### config.mk
export PLATFORM = sky130hd
export DESIGN_NAME = clock_vip_ctrl
export DESIGN_NICKNAME = d
export VERILOG_FILES = /design/src/rtl/clock_vip_ctrl.sv
export SDC_FILE = /design/constraint.sdc
export NUM_CORES = 1
export LEC_CHECK = 0
export ABC_AREA = 1
export CAP_MARGIN = 25
export CORE_MARGIN = 5
export CORE_UTILIZATION = 23
export CTS_BUF_LIST = sky130_fd_sc_hd__clkbuf_8
export CTS_CLUSTER_SIZE = 20
export DETAILED_ROUTE_END_ITERATION = 6
export PLACE_DENSITY = 0.48
export SLEW_MARGIN = 20
export SYNTH_ARGS = -nofsm -noshare
export SYNTH_HDL_FRONTEND = slang
export SYNTH_SLANG_ARGS = --single-unit
### constraint.sdc
create_clock -name clk_i -period 2.4 [get_ports clk_i]
set_input_delay 0.36 -clock clk_i [delete_from_list [all_inputs] [get_ports clk_i]]
set_output_delay 0.36 -clock clk_i [all_outputs]
set_load 0.03 [all_outputs]
### src/rtl/clock_vip_ctrl.sv
// Clock VIP configuration sequencer: validates requests, then applies them to the generator via a
// stop -> quiesce -> load -> settle sequence. Optional watchdog: CLOCK_VIP_CTRL_WATCHDOG_EN.
module clock_vip_ctrl #(
  parameter int unsigned MIN_PERIOD_PS     = 1000,
  parameter int unsigned MAX_PERIOD_PS     = 100000000,
  parameter int unsigned DEFAULT_PERIOD_PS = 10000,
  parameter int unsigned QUIESCE_CYCLES    = 4,
  parameter int unsigned SETTLE_CYCLES     = 8,
  parameter int unsigned WDOG_CYCLES       = 256
) (
  input  logic        clk_i,
  input  logic        rst_i,
  input  logic        req_valid_i,
  output logic        req_ready_o,
  input  logic        req_enable_i,
  input  logic [31:0] req_period_ps_i,
  input  logic [7:0]  req_duty_i,
  input  logic [31:0] req_jitter_ps_i,
  input  logic        clock_in_i,
  output logic        enable_o,
  output logic [31:0] period_ps_o,
  output logic [7:0]  duty_cycle_o,
  output logic [31:0] jitter_ps_o,
  output logic        clock_active_o,
  output logic        config_error_o,
  output logic        busy_o,
  output logic        cfg_done_o,
  output logic        wdog_fault_o
);

  localparam int unsigned CntMax = (QUIESCE_CYCLES > SETTLE_CYCLES) ? QUIESCE_CYCLES
                                                                     : SETTLE_CYCLES;
  localparam int unsigned CntW   = $clog2(CntMax + 1);

  typedef enum logic [2:0] {StIdle, StCheck, StQuiesce, StSettle, StActive} state_e;

  state_e            state_q, state_d;
  logic [CntW-1:0]   cnt_q, cnt_d;
  logic              hold_enable_q, hold_enable_d;
  logic [31:0]       hold_period_q, hold_period_d;
  logic [7:0]        hold_duty_q, hold_duty_d;
  logic [31:0]       hold_jitter_q, hold_jitter_d;
  logic              from_active_q, from_active_d;
  logic              enable_q, enable_d;
  logic [31:0]       period_q, period_d;
  logic [7:0]        duty_q, duty_d;
  logic [31:0]       jitter_q, jitter_d;
  logic              clock_active_q, clock_active_d;
  logic              config_error_q, config_error_d;
  logic              busy_q, busy_d;
  logic              cfg_done_q, cfg_done_d;
  logic              req_ready_q, req_ready_d;
  logic              accept, load_cfg, req_invalid, wdog_trip;
  logic              period_bad, duty_bad, jitter_bad;

  assign accept = req_valid_i & req_ready_q;

  assign period_bad  = (hold_period_q < MIN_PERIOD_PS) || (hold_period_q > MAX_PERIOD_PS);
  assign duty_bad    = (hold_duty_q == 8'd0) || (hold_duty_q >= 8'd100);
  // 2*jitter compared at 33 bits so a huge jitter cannot wrap into a legal value
  assign jitter_bad  = {hold_jitter_q, 1'b0} > {1'b0, hold_period_q};
  assign req_invalid = hold_enable_q & (period_bad | duty_bad | jitter_bad);

  always_comb begin
    state_d        = state_q;
    cnt_d          = cnt_q;
    hold_enable_d  = hold_enable_q;
    hold_period_d  = hold_period_q;
    hold_duty_d    = hold_duty_q;
    hold_jitter_d  = hold_jitter_q;
    from_active_d  = from_active_q;
    enable_d       = enable_q;
    period_d       = period_q;
    duty_d         = duty_q;
    jitter_d       = jitter_q;
    clock_active_d = clock_active_q;
    config_error_d = config_error_q;
    cfg_done_d     = 1'b0;
    load_cfg       = 1'b0;

    unique case (state_q)
      StIdle, StActive: begin
        if (accept) begin
          hold_enable_d  = req_enable_i;
          hold_period_d  = req_period_ps_i;
          hold_duty_d    = req_duty_i;
          hold_jitter_d  = req_jitter_ps_i;
          from_active_d  = (state_q == StActive);
          config_error_d = 1'b0;
          state_d        = StCheck;
        end else if (wdog_trip) begin
          clock_active_d = 1'b0;
        end
      end
      StCheck: begin
        if (req_invalid) begin
          config_error_d = 1'b1;
          cfg_done_d     = 1'b1;
          state_d        = from_active_q ? StActive : StIdle;
        end else if (from_active_q) begin
          enable_d       = 1'b0;
          clock_active_d = 1'b0;
          cnt_d          = CntW'(QUIESCE_CYCLES - 1);
          state_d        = StQuiesce;
        end else if (hold_enable_q) begin
          load_cfg = 1'b1;
        end else begin
          cfg_done_d = 1'b1;
          state_d    = StIdle;
        end
      end
      StQuiesce: begin
        if (cnt_q != '0) begin
          cnt_d = cnt_q - CntW'(1);
        end else if (hold_enable_q) begin
          load_cfg = 1'b1;
        end else begin
          cfg_done_d = 1'b1;
          state_d    = StIdle;
        end
      end
      StSettle: begin
        if (cnt_q != '0) begin
          cnt_d = cnt_q - CntW'(1);
        end else begin
          clock_active_d = 1'b1;
          cfg_done_d     = 1'b1;
          state_d        = StActive;
        end
      end
      default: state_d = StIdle;
    endcase

    // Configuration only moves on the edge where enable rises
    if (load_cfg) begin
      period_d = hold_period_q;
      duty_d   = hold_duty_q;
      jitter_d = hold_jitter_q;
      enable_d = 1'b1;
      cnt_d    = CntW'(SETTLE_CYCLES - 1);
      state_d  = StSettle;
    end

    req_ready_d = (state_d == StIdle) || (state_d == StActive);
    busy_d      = (state_d == StCheck) || (state_d == StQuiesce) || (state_d == StSettle);
  end

  always_ff @(posedge clk_i) begin
    if (rst_i) begin
      state_q        <= StIdle;
      cnt_q          <= '0;
      hold_enable_q  <= 1'b0;
      hold_period_q  <= '0;
      hold_duty_q    <= '0;
      hold_jitter_q  <= '0;
      from_active_q  <= 1'b0;
      enable_q       <= 1'b0;
      period_q       <= 32'(DEFAULT_PERIOD_PS);
      duty_q         <= 8'd50;
      jitter_q       <= '0;
      clock_active_q <= 1'b0;
      config_error_q <= 1'b0;
      busy_q         <= 1'b0;
      cfg_done_q     <= 1'b0;
      req_ready_q    <= 1'b0;
    end else begin
      state_q        <= state_d;
      cnt_q          <= cnt_d;
      hold_enable_q  <= hold_enable_d;
      hold_period_q  <= hold_period_d;
      hold_duty_q    <= hold_duty_d;
      hold_jitter_q  <= hold_jitter_d;
      from_active_q  <= from_active_d;
      enable_q       <= enable_d;
      period_q       <= period_d;
      duty_q         <= duty_d;
      jitter_q       <= jitter_d;
      clock_active_q <= clock_active_d;
      config_error_q <= config_error_d;
      busy_q         <= busy_d;
      cfg_done_q     <= cfg_done_d;
      req_ready_q    <= req_ready_d;
    end
  end

`ifdef CLOCK_VIP_CTRL_WATCHDOG_EN
  localparam int unsigned WdW = $clog2(WDOG_CYCLES + 1);

  logic [2:0]     sync_q;
  logic [WdW-1:0] wdog_cnt_q;
  logic           wdog_fault_q;
  logic           fb_edge;

  // sync_q[1:0] is the synchronizer, sync_q[2] the previous value for edge detection
  assign fb_edge   = sync_q[2] ^ sync_q[1];
  assign wdog_trip = (state_q == StActive) && !fb_edge &&
                     (wdog_cnt_q == WdW'(WDOG_CYCLES - 1));

  always_ff @(posedge clk_i) begin
    if (rst_i) begin
      sync_q       <= '0;
      wdog_cnt_q   <= '0;
      wdog_fault_q <= 1'b0;
    end else begin
      sync_q <= {sync_q[1:0], clock_in_i};
      if ((state_q != StActive) || fb_edge) begin
        wdog_cnt_q <= '0;
      end else if (wdog_cnt_q != WdW'(WDOG_CYCLES)) begin
        wdog_cnt_q <= wdog_cnt_q + WdW'(1);
      end
      if (accept) begin
        wdog_fault_q <= 1'b0;
      end else if (wdog_trip) begin
        wdog_fault_q <= 1'b1;
      end
    end
  end

  assign wdog_fault_o = wdog_fault_q;
`else
  logic unused_clock_in;
  assign unused_clock_in = clock_in_i | (WDOG_CYCLES == 0);
  assign wdog_trip       = 1'b0;
  assign wdog_fault_o    = 1'b0;
`endif

  assign req_ready_o    = req_ready_q;
  assign enable_o       = enable_q;
  assign period_ps_o    = period_q;
  assign duty_cycle_o   = duty_q;
  assign jitter_ps_o    = jitter_q;
  assign clock_active_o = clock_active_q;
  assign config_error_o = config_error_q;
  assign busy_o         = busy_q;
  assign cfg_done_o     = cfg_done_q;

endmodule

* Word-level counts from Yosys, hierarchy flattened *
Index checks and enable logic that the tools add are counted.

storage, ports and cells
  input bits = 77
  word-level logic and storage cells = 102
  output and inout bits = 79
  register bits = 159

cells by class
  $add $sub $neg = 1
  reduce and logical (&&, ||, !) cells = 24
  equal/unequal tests = 18
  bitwise logic cells = 4
  multiplexer cells = 34
  magnitude comparators = 4

operators with widths
  cell                  number
  $gt 33x32->1          1
  $gt 32x27->1 const B  1
  $lt 32x10->1 const B  1
  $mux 3                9
  $mux 1                16
  $eq 3x2->1 const B    4
  $mux 4                3
  $ne 2x2->1 const B    6
  $pmux 3 s4            1
  $reduce_and 4->1      3
  $reduce_bool 2->1     5
  $ge 8x7->1 const B    1
  $logic_not 8->1       1
  $pmux 4 s2            1
  $eq 3x1->1 const B    2
  $eq 3x3->1 const B    2
  $logic_not 3->1       2
  $ne 3x3->1 const B    2
  $pmux 1 s2            3
  $reduce_and 3->1      2
  $reduce_or 2->1       3
  $logic_or 1x1->1      5
  $reduce_bool 4->1     1
  $sub 4x1->4 const B   1
  other kinds (7)       9

* Longest topological paths before layout *
Gate-level depths: netlist (run 1).

  depth in word-level cells = 11
  gate-level depth with buffers = 20
  gate-level depth less buffers = 19

* Worst setup path before layout (run 1) *
OpenSTA, ideal clock, no wires.

  path type = register -> register
  from = register hold_period_q[24]
  to = register state_q[0]
  required time = 2.285 ns
  stages on the path, launching flop included = 18
  clock period less this slack = 2.023 ns
  library setup time = 0.115 ns
  arrival time = 1.908 ns
  setup slack = 0.377 ns
  buffers on the path = 2
  path through = dfxtp_1 inv_2 ha_1 nand2_1 nor2_1 nand2_1 nor2_1 nand2_1 nand2_1 nor2_1 nand2_1 nand2_1 nand4_2 nand2_2 buf_6 buf_6 o21ai_0 inv_1

between the ends
  cells in the longest elaborated chain, start to end = 8
  elaborated cells on any way between the ends = 12
  those cells by class = order compare: 3; mux: 5; bitwise: 3; reduce/logical: 1

RTL lines
  what                                                 line  RTL
  from (decl)                                          40    logic [31:0] hold_period_q, hold_period_d;
  from (signal assigned)                               170   hold_period_q <= hold_period_d;
  $lt 32x10->1 / $gt 32x27->1 (equally long branches)  58    assign period_bad = (hold_period_q < MIN_PERIOD_PS) || (hold_period_q > MAX_PERIOD_PS);
  $logic_or 1x1->1                                     58
  $or 1x1->1                                           62    assign req_invalid = hold_enable_q & (period_bad | duty_bad | jitter_bad);
  $or 1x1->1 (*)                                       62
  $and 1x1->1 (*)                                      62
  $mux 3 / $mux 1 (equally long branches)              96    if (req_invalid) begin
  $pmux 3 s4 / $pmux 1 s2 (equally long branches)      81    unique case (state_q)
  $mux 3 (*)                                           135   if (load_cfg) begin
  to (signal assigned)                                 150   state_q <= StIdle;
  to (signal assigned)                                 167   state_q <= state_d;
  to (decl)                                            37    state_e state_q, state_d;

Mark *: on every way between the ends. The rest lies on a longest branch, timed or not.
A chain may end at the register's enable or synchronous reset.

* Worst setup path in the final report (run 1) *
  from = register hold_period_q[27]
  to = register period_q[21] (netlist: period_ps_o[21])

between the ends
  cells in the longest elaborated chain, start to end = 7
  elaborated cells on any way between the ends = 9
  those cells by class = order compare: 3; mux: 2; bitwise: 3; reduce/logical: 1

RTL lines
  what                                                 line  RTL
  $lt 32x10->1 / $gt 32x27->1 (equally long branches)  58
  $logic_or 1x1->1                                     58
  $or 1x1->1                                           62
  $or 1x1->1 (*)                                       62
  $and 1x1->1 (*)                                      62
  $mux 1 (*)                                           96
  $pmux 1 s2 (*)                                       81
  to (signal assigned)                                 158   period_q <= 32'(DEFAULT_PERIOD_PS);
  to (signal assigned)                                 175   period_q <= period_d;
  to (decl)                                            45    logic [31:0] period_q, period_d;

Marks and branches as above.

==> summary.txt, run 1 <==
GRT
  • Largest net degree at the start of global routing: 102
  • First-pass GRT wire length: roughly 34000 um
  • Initial antenna violation count: 0
  • Vias in the first global route: 6282
  • Total gr overflow: 0
  • GRT Overall Usage: 13.10%

Detailed routing
  • Via Count: 6273
  • DR DRC count: 0
  • Wire length per cell: 15.05 um
  • DRT Pass-1 Iters: 4
  • First DRT Iteration DRCs: 259
  • Routed Antenna Nets: 0
  • Via density: 4.288
  • Total routed wirelength: 22020 um

Worst setup path
  • Crit Path Category: flop to flop
  • Crit path DAT: 2630 ps
  • Required time worst endpoint: about 2800 ps
  • Slowest CP cell: dfxtp_2
  • Reg2Reg Launch Point: hold_period_q[27]
  • CP max FO: 22
  • Reg2reg end: period_ps_o[21]
  • CP Launch Type: flop
  • R2R Setup Slk: ~130 ps
  • Crit-path cells: inv_2 -> ha_1 -> nand2_2 -> inv_1 -> nand2_1 -> nand2_2 -> a21oi_2 -> nand2_1 -> nor2_1 -> nand2_1 -> nand2_2 -> nand4_4 -> nand2_4 -> clkinv_8 -> buf_16 -> nor2_1 -> nor2_1
  • Max stage delay on crit path: between 300 and 400 ps
  • Worst Setup End Kind: flop
  • R2r worst-path depth: 17
  • Setup crit end: period_ps_o[21]
  • Critical Path Source: hold_period_q[27]

Worst hold path
  • Worst hold path class: flop to flop
  • Hold wc startpoint: period_ps_o[8]

Synth
  • Post-synthesis adder-cell area fraction: under 10%
  • Synth Area in XOR/XNOR: less than 1%
  • Synth Area in Compound Gates: between 10% and 20%
  • Cell Area, Synth: 0.006760 sq mm
  • Largest family of logic cells by synthesized area: simple AND/OR/NAND/NOR gates
  • Flops & latches, synth: around 160
  • Post-Synth Simple-Gate Area: a little under a quarter
  • Seq/Total Area, Yosys: 47.08%
  • Post-synthesis cell count: 904
  • Syn Nets: about 1000
  • Avg Cell Area, Syn: 7.478 sq um
  • Syn. warnings: 0
  • Distinct cells, synth: 27
  • Post-synthesis mux area share: 0%

Pwr
  • Peak supply drop: 247.8 uV
  • Overall power: ~6.4 mW
  • Sw Share: a little under a third
  • Leak pwr: 4.097 nW
  • Int Pwr: roughly 4.4 mW
  • Sequential share of power: 46.2%
  • Comb pwr share: a little over a fifth
  • Clk pwr share: 31.9%
  • P_sw: 2.019 mW
  • PwrDens: between 600 and 700 mW/mm^2

Place
  • PortBufs: 153
  • GPL Wtd Cong: slightly below 0.8
  • DP Area: ~0.009 sq mm
  • HPWL after DPL: between 10000 and 15000 um

Floorplan
  • Chip width: ~180 um
  • Initial Util: between 20% and 30%
  • Die Ht: between 150 and 200 um
  • CORE AREA: 0.02886 sq mm
  • Num ports: 156
  • Rows: 62
  • Die area: 0.03292 sq mm

STA
  • Worst-Margin Slew: 515.3 ps
  • Final hold violations: 0
  • FMAX: 0.4400 GHz
  • Setup_tns: 0 ps
  • Final worst path period need: roughly 2300 ps
  • Clk_skew: 13.53 ps
  • Hold slack: 464.5 ps
  • Setup violators final: 0
  • Slew margin rel.: 65.64%
  • Final period util: 94.70%
  • Pins Over Slew Limit: 0

Clock network
  • Hold Buf Count CTS: 0
  • Htree depth: 4
  • Clock buffer depth: 2
  • CTS Buf Count: 17
  • Clock latency on the worst-skew pair: 450 ps
  • Clock transition at the registers of the reported paths: 90 ps
  • Clock sink count: 159
  • CTS tree: built
  • Root Buffer: clkbuf_8

Run
  • Max-capacitance violation count: 0

Cells and area
  • ANT cells: 0
  • Layout area overhead: 40.94%
  • Nets@finish: 1177
  • Layout cells sized above 1: 12.79%
  • Finished Cell Area: roughly 0.0095 sq mm

Status
  • Status: finished clean
## cell type report
cell class              instances  area [sq um]
well taps                     384         480.5
clock buffers                  19         261.5
inverters                      63         252.7
repair buffers                194          1957
multi-input cells             632          3253
fillers                      3090         19330
flip-flops and latches        159          3202
clock inverters                12         121.4
## power groups by stage
stage | Combinational, mW | Clock (mW) | Sequential (mW)
after floorplan | 0.699 | 0 | 3.03
after global placement | 1.28 | 0 | 3.00
after detailed placement | 1.29 | 0 | 3.00
after CTS | 1.32 | 2.12 | 2.94
after global routing | 1.58 | 2.23 | 2.97
final | 1.40 | 2.03 | 2.95
## per-layer routing
metal  GRT usage (%)  wire length [um]  vias to the layer above
met2           19.94              9739                      133
met3           3.041               977                       14
met1           18.61             11070                     2857
met5               0                 0                        -
met4           3.663               236                        0
li1                -                 -                     3269
## critical path, delay by kind of cell, from the launching register on
family,cells,cell delay [ps]
fa+ha+maj,1,290
buf+inv,4,380
compound gates,1,180
flops,1,360
simple gates,11,940
## synthesized netlist by cell type, drive strengths merged
master	count	area share (%)
inv	63	3.5
nand2	99	5.5
a22oi	1	0.11
a21oi	59	4.5
a21o	2	0.22
ha	33	6.1
conb	1	0.055
nand3	21	1.6
nor3	9	0.74
o21ai	142	11
nor2	246	14
buf	16	2.6
nor4	1	0.093
or2	1	0.093
nor3b	1	0.11
xor2	1	0.13
clkbuf	34	1.9
dfxtp	159	47
nand4	14	1.4
a32oi	1	0.13
## cells in the final DEF (no fill, tap or decap), types with 2 or more instances in the layout
cell               n
a21o_1             2
a21oi_1           53
a21oi_2            6
buf_12             4
buf_16             3
buf_4             33
bufinv_16          2
clkbuf_8          19
clkdlybuf4s50_1  153
clkinv_2           3
clkinvlp_4         3
dfxtp_1          144
dfxtp_2           15
ha_1              27
ha_4               6
inv_1             59
inv_2              4
nand2_1           87
nand2_2           11
nand3_1           19
nand3_2            2
nand4_1           13
nor2_1           230
nor2_2            11
nor2_4             5
nor3_1             6
nor3_2             3
o21ai_0           93
o21ai_1           49
## worst min-delay path by stage
stage                   endpoint  depth (start not counted)  slack (ps)
3_3_place_gp      period_ps_o[8]                          2         440
4_1_cts        hold_jitter_q[17]                          3         460
2_1_floorplan     period_ps_o[4]                          2         440
6_report          period_ps_o[8]                          2         460
3_5_place_dp      period_ps_o[8]                          2         440
5_1_grt        hold_jitter_q[24]                          3         480
## cells by family (layout without fill, tap and decap cells)
logic type	count (synthesis)	after routing
simple gates	392	392
compound gates	205	205
flops	159	159
buf+inv	113	288
fa+ha+maj	33	33
other cells	1	1
xor+xnor	1	1
## stage by stage
step	setup WS, ps	cells	util [%]
finish	127.3	1463	33.02
global route	-30.95	1463	33.02
CTS	1.531	1460	32.22
detailed placement	-109.4	1427	30.57
global placement	-94.18	1427	30.57
floorplan	376.8	904	-
## registers in the layout, summed over array words and instances, names as in the netlist, 3 cells and up
register,cells
hold_duty_q,8
cnt_q,4
period_ps_o,32
hold_jitter_q,32
jitter_ps_o,32
duty_cycle_o,8
hold_period_q,32
state_q,3
## what timing repair did
item                                   4_1_cts  5_1_grt
endpoints found under the hold margin        0        0
gates resized for setup                     14       65
pin swaps                                    1       12
setup endpoints to repair                   75       81
setup buffers                                0        4
gates cloned                                 2        0
(Power assumes the default switching activity.)
==> run 2, diff against run 1 <==
- CORE_UTILIZATION: 23 -> 35
- CTS_CLUSTER_SIZE: 20 -> default
- PLACE_DENSITY: 0.48 -> 0.64
==> summary.txt, run 2 (synthesized netlist as in run 1, its figures left out) <==
Status
  • Status: finished clean

Clock network
  • Clock buffer depth: 2
  • Root Buffer: clkbuf_8
  • Clock latency on the worst-skew pair: about 460 ps
  • CTS Buf Count: 17
  • Clock transition at the registers of the reported paths: about 90 ps
  • CTS tree: built
  • Htree depth: 4
  • Clock sink count: 159

GRT
  • GRT Overall Usage: 17.19%
  • Largest net degree at the start of global routing: 68
  • First-pass GRT wire length: 30600 um
  • Total gr overflow: 0
  • Vias in the first global route: 5988
  • Initial antenna violation count: 0

Worst setup path
  • Required time worst endpoint: around 2800 ps
  • Crit path DAT: between 2000 and 3000 ps
  • Crit Path Category: flop to flop
  • CP max FO: 8
  • Critical path's top delay family: simple AND/OR/NAND/NOR gates
  • Crit-path cells: inv_1 -> ha_1 -> nand2_1 -> nor2_2 -> nand2_2 -> nor2_4 -> nand2_1 -> nand2_1 -> nor2_1 -> nand2_1 -> nand2_2 -> nand4_4 -> nand2_8 -> inv_12 -> clkbuf_16 -> nor2_4 -> nor2_1
  • Most common cell on crit path: nand2_1
  • Worst Setup End Kind: flop
  • Slowest CP cell: dfxtp_2
  • CP bufs+invs: 3
  • CP Launch Type: flop
  • Max stage delay on crit path: between 300 and 400 ps

Cells and area
  • Final Util: 52.27%
  • Layout area overhead: 46.09%
  • ANT cells: 0
  • Layout cells sized above 1: 17.39%
  • Nets@finish: 1180
  • Finished Cell Area: 0.009876 sq mm
  • Commonest non-fill, non-tap cells in the layout: nor2_1 (223), clkdlybuf4s50_1 (153), dfxtp_1 (129)
  • Commonest non-fill, non-tap cell in the layout: nor2_1

STA
  • FMAX: 0.4441 GHz
  • Pins Over Slew Limit: 0
  • Setup violators final: 0
  • Final worst path period need: 2252 ps
  • Final hold violations: 0
  • Final period util: 93.83%
  • Clk_skew: 16.37 ps

Detailed routing
  • Total routed wirelength: between 20000 and 25000 um
  • DRT Pass-1 Iters: 4
  • Wire length on met2: ~9500 um
  • Via density: 4.776
  • Wire length per cell: 15.53 um
  • Max Used Layer: met4
  • Routed Antenna Nets: 0
  • Via Count: 6404
  • WL met1: 9964 um
  • Met3 Wirelength: 1130 um
  • DR DRC count: 0
  • First DRT Iteration DRCs: 425

Place
  • HPWL after DPL: approximately 13000 um
  • GPL Wtd Cong: 0.7917
  • DP Area: 0.008569 sq mm
  • PortBufs: between 150 and 200

Pwr
  • Clk pwr share: 36.8%
  • Comb pwr share: between 20% and 30%
  • Sequential share of power: 42.5%
  • Leak pwr: 4.249 nW
  • Int Pwr: 5.005 mW
  • Peak supply drop: 313.2 uV
  • P_sw: 1.975 mW
  • PwrDens: 706.8 mW/mm^2
  • Sw Share: between 20 and 30%

Floorplan
  • Chip width: 149.0 um
  • Initial Util: 35.78%
  • Die Ht: 149.0 um
  • Num ports: 156
  • Die area: 0.02220 sq mm
  • CORE AREA: 0.01889 sq mm
  • Rows: 50

Run
  • Max-capacitance violation count: 0

Worst hold path
  • Worst hold path class: flop to flop
run 2: cell count changes in the layout (fill, tap and decap cells not counted), sizes merged:
| cell | before | now |
|---|---|---|
| buf | 41 | 35 |
| bufinv | 2 | 8 |
| clkbuf | 19 | 25 |
| clkinv | 5 | 3 |
| clkinvlp | 3 | 1 |
| inv | 65 | 64 |
| nand2 | 99 | 100 |
run 2: layout make-up:
| cell class | instances | area [sq um] |
|---|---|---|
| fillers | 1817 | 9017 |
| multi-input cells | 633 | 3437 |
| flip-flops and latches | 159 | 3226 |
| repair buffers | 195 | 2108 |
| well taps | 260 | 325.3 |
| clock inverters | 12 | 265.3 |
| inverters | 63 | 255.2 |
| clock buffers | 18 | 247.7 |
| repair inverters | 1 | 11.26 |
run 2: power groups by stage:
stage                     clock [mW]  sequential (mW)  combinational [mW]
after floorplan                    0             3.03               0.699
after global placement             0             3.00                1.18
after detailed placement           0             3.00                1.20
after CTS                       2.62             2.94                1.22
after global routing            2.73             2.99                1.61
final                           2.57             2.97                1.45
run 2: stage by stage:
stage	power, mW	cells	setup WS (ps)	TNS, ps	hold slack, ps
global route	7.339	1341	-34.21	-790.4	469.9
finish	6.980	1341	148.2	0	458.4
global placement	4.177	1290	-59.56	-2746	439.0
detailed placement	4.200	1290	-99.53	-4005	444.8
floorplan	3.726	904	376.8	0	442.0
CTS	6.778	1321	49.29	0	441.5
run 2: worst reg2reg max path, stage by stage, from the launching register on:
cell and delay, ps:
dfxtp_2 340, inv_1 60, ha_1 300, nand2_1 70, nor2_2 150, nand2_2 80
nor2_4 120, nand2_1 80, nand2_1 60, nor2_1 40, nand2_1 70, nand2_2 70
nand4_4 120, nand2_8 130, inv_12 130, clkbuf_16 210, nor2_4 40, nor2_1 100
run 2: final timing paths:
| path | from | depth (start not counted) | slack [ps] | to |
|---|---|---|---|---|
| max | hold_period_q[22] | 17 | 150 | jitter_ps_o[9] |
| min | hold_period_q[11] | 2 | 460 | hold_period_q[11] |
| max reg2reg | hold_period_q[22] | 17 | 150 | jitter_ps_o[9] |
| min reg2reg | hold_period_q[11] | 2 | 460 | hold_period_q[11] |
run 2: timing repair:
| action | in CTS | in global routing |
|---|---|---|
| gates cloned | 1 | 11 |
| endpoints found under the setup margin | 61 | 82 |
| pin swaps | 0 | 20 |
| hold buffers | 0 | 0 |
| setup buffers | 0 | 9 |
| gates resized for setup | 6 | 135 |
run 2: layer usage:
layer  global-route usage [%]  vias to the layer above
met3                    4.163                       12
li1                         -                     3277
met4                    5.538                        0
met2                    27.52                      164
met5                        0                        -
met1                    22.88                     2951
==> run 3, diff against run 2 <==
- CORE_ASPECT_RATIO: default -> 0.6
- GPL_TIMING_DRIVEN: default -> 0
==> summary.txt, run 3 (synthesized netlist as in run 1, its figures left out) <==
Status
  • Status: finished clean

Clock network
  • Clock sink count: 159
  • Htree depth: 4
  • Root Buffer: clkbuf_8
  • CTS Buf Count: 17
  • Clock latency on the worst-skew pair: 460 ps
  • Clock transition at the registers of the reported paths: ~80 ps
  • Clock buffer depth: 2
  • CTS tree: built

Pwr
  • Overall power: roughly 6.6 mW
  • PwrDens: around 650 mW/mm^2
  • Peak supply drop: roughly 360 uV
  • Leak pwr: 4.276 nW

Cells and area
  • # fillers: roughly 1800
  • Commonest non-fill, non-tap cells in the layout: nor2_1 (208), clkdlybuf4s50_1 (152), dfxtp_1 (127)
  • Nets@finish: 1215
  • ANT cells: 0
  • Layout cells sized above 1: 24.44%
  • Finished Cell Area: 0.01022 sq mm
  • Layout area overhead: 51.25%
  • Commonest non-fill, non-tap cell in the layout: nor2_1

Detailed routing
  • DRT Pass-1 Iters: 5
  • First DRT Iteration DRCs: 414
  • DR DRC count: 0
  • Via density: 5.002
  • Wire length per cell: 17.53 um
  • Via Count: 6818
  • Total routed wirelength: roughly 24000 um
  • Routed Antenna Nets: 0

GRT
  • Initial antenna violation count: 1
  • Vias in the first global route: 6236
  • Total gr overflow: 0
  • GRT Overall Usage: 19.52%
  • First-pass GRT wire length: 34360 um
  • Largest net degree at the start of global routing: 17

Worst setup path
  • Crit Path Category: flop to flop
  • R2R Setup Slk: 20 ps
  • Crit path DAT: 2730 ps
  • Required time worst endpoint: 2750 ps
  • Reg2reg end: period_ps_o[15]
  • CP Launch Type: flop
  • CP max FO: 5
  • Reg2Reg Launch Point: hold_period_q[22]
  • Worst Setup End Kind: flop
  • R2r worst-path depth: 17

Floorplan
  • Rows: 39
  • Initial Util: 35.61%
  • Die area: 0.02229 sq mm
  • Chip width: 189.4 um
  • Num ports: about 160
  • CORE AREA: approximately 0.019 sq mm
  • Die Ht: around 120 um

STA
  • Slew margin rel.: 44.54%
  • Setup violators final: 0
  • RSZ-0062 raised after global routing: yes
  • FMAX: ~0.42 GHz
  • Final period util: 99.01%
  • Clk_skew: 15.69 ps
  • Pins Over Slew Limit: 0
  • Final hold violations: 0
  • Worst-Margin Slew: approximately 830 ps
  • Final worst path period need: 2376 ps

Worst hold path
  • Hold Path Stages: 2
  • Hold wc startpoint: rst_i
  • Hold path endpoint: req_ready_o
  • Worst hold path class: input port to flop

Place
  • DP Area: 0.008589 sq mm
  • GPL Wtd Cong: 0.8807
  • PortBufs: 152
  • HPWL after DPL: approximately 17000 um

Run
  • Max-capacitance violation count: 0
run 3: final cells by class:
type                    count  area (sq um)  area share [%]
well taps                 246         307.8           3.010
flip-flops and latches    159          3236           31.64
multi-input cells         632          3697           36.16
clock buffers              18         247.7           2.423
plain buffers              50         429.2           4.197
inverters                  63         251.5           2.460
clock inverters            13         147.6           1.444
repair buffers            182          1908           18.66
run 3: report_power, final:
| part | leakage (nW) | switching [mW] | total [mW] | internal (mW) |
|---|---|---|---|---|
| combinational | 2.76 | 0.917 | 1.56 | 0.643 |
| sequential | 1.31 | 0.166 | 2.99 | 2.82 |
| clock | 0.205 | 1.03 | 2.07 | 1.04 |
run 3: per-stage QoR:
step                setup TNS [ps]  setup WS (ps)  utilization [%]  hold slack (ps)  std cells
global placement             -7387         -258.3            45.25            438.7       1302
detailed placement          -11090         -276.9            45.25            445.1       1302
floorplan                        0          376.8                -            442.0        904
global route                 -2881         -71.01            53.87            336.2       1363
finish                           0          23.73            53.87            315.4       1363
CTS                              0          1.167            47.51            293.4       1333
run 3: critical path, stage by stage, from the launching register on:
cell,delay (ps)
dfxtp_2,350
inv_1,160
ha_4,230
nand2_1,80
nor2_2,50
buf_4,130
nand2_2,80
a21oi_2,60
nor2_1,100
nand2_1,70
nand2_2,120
nand4_4,130
nand2_4,170
inv_6,60
clkbuf_16,170
clkbuf_16,150
nor2_1,100
nor2_1,60
run 3: per-layer routing:
metal | part of all wire, % | vias up | global-route usage [%]
li1 | - | 3357 | -
met1 | 49 | 3216 | 29.30
met2 | 43 | 218 | 27.12
met3 | 7.6 | 25 | 6.106
met4 | 1.2 | 2 | 4.381
met5 | 0.080 | - | 0
run 3: timing repair:
item	4_1_cts	5_1_grt
pin swaps	0	56
hold buffers	0	0
buffers inserted	0	21
gates cloned	0	9
endpoints found under the setup margin	75	83
resized for setup	12	262
run 3: how the worst max path moves through the flow:
stage | from | endpoint | slack (ps) | cells past startpoint
2_1_floorplan | hold_period_q[24] | state_q[0] | 380 | 17
3_3_place_gp | hold_period_q[8] | jitter_ps_o[9] | -260 | 17
3_5_place_dp | hold_period_q[8] | jitter_ps_o[9] | -280 | 17
4_1_cts | hold_period_q[15] | state_q[0] | 1 | 17
5_1_grt | hold_period_q[29] | period_ps_o[13] | -70 | 18
6_report | hold_period_q[22] | period_ps_o[15] | 20 | 17
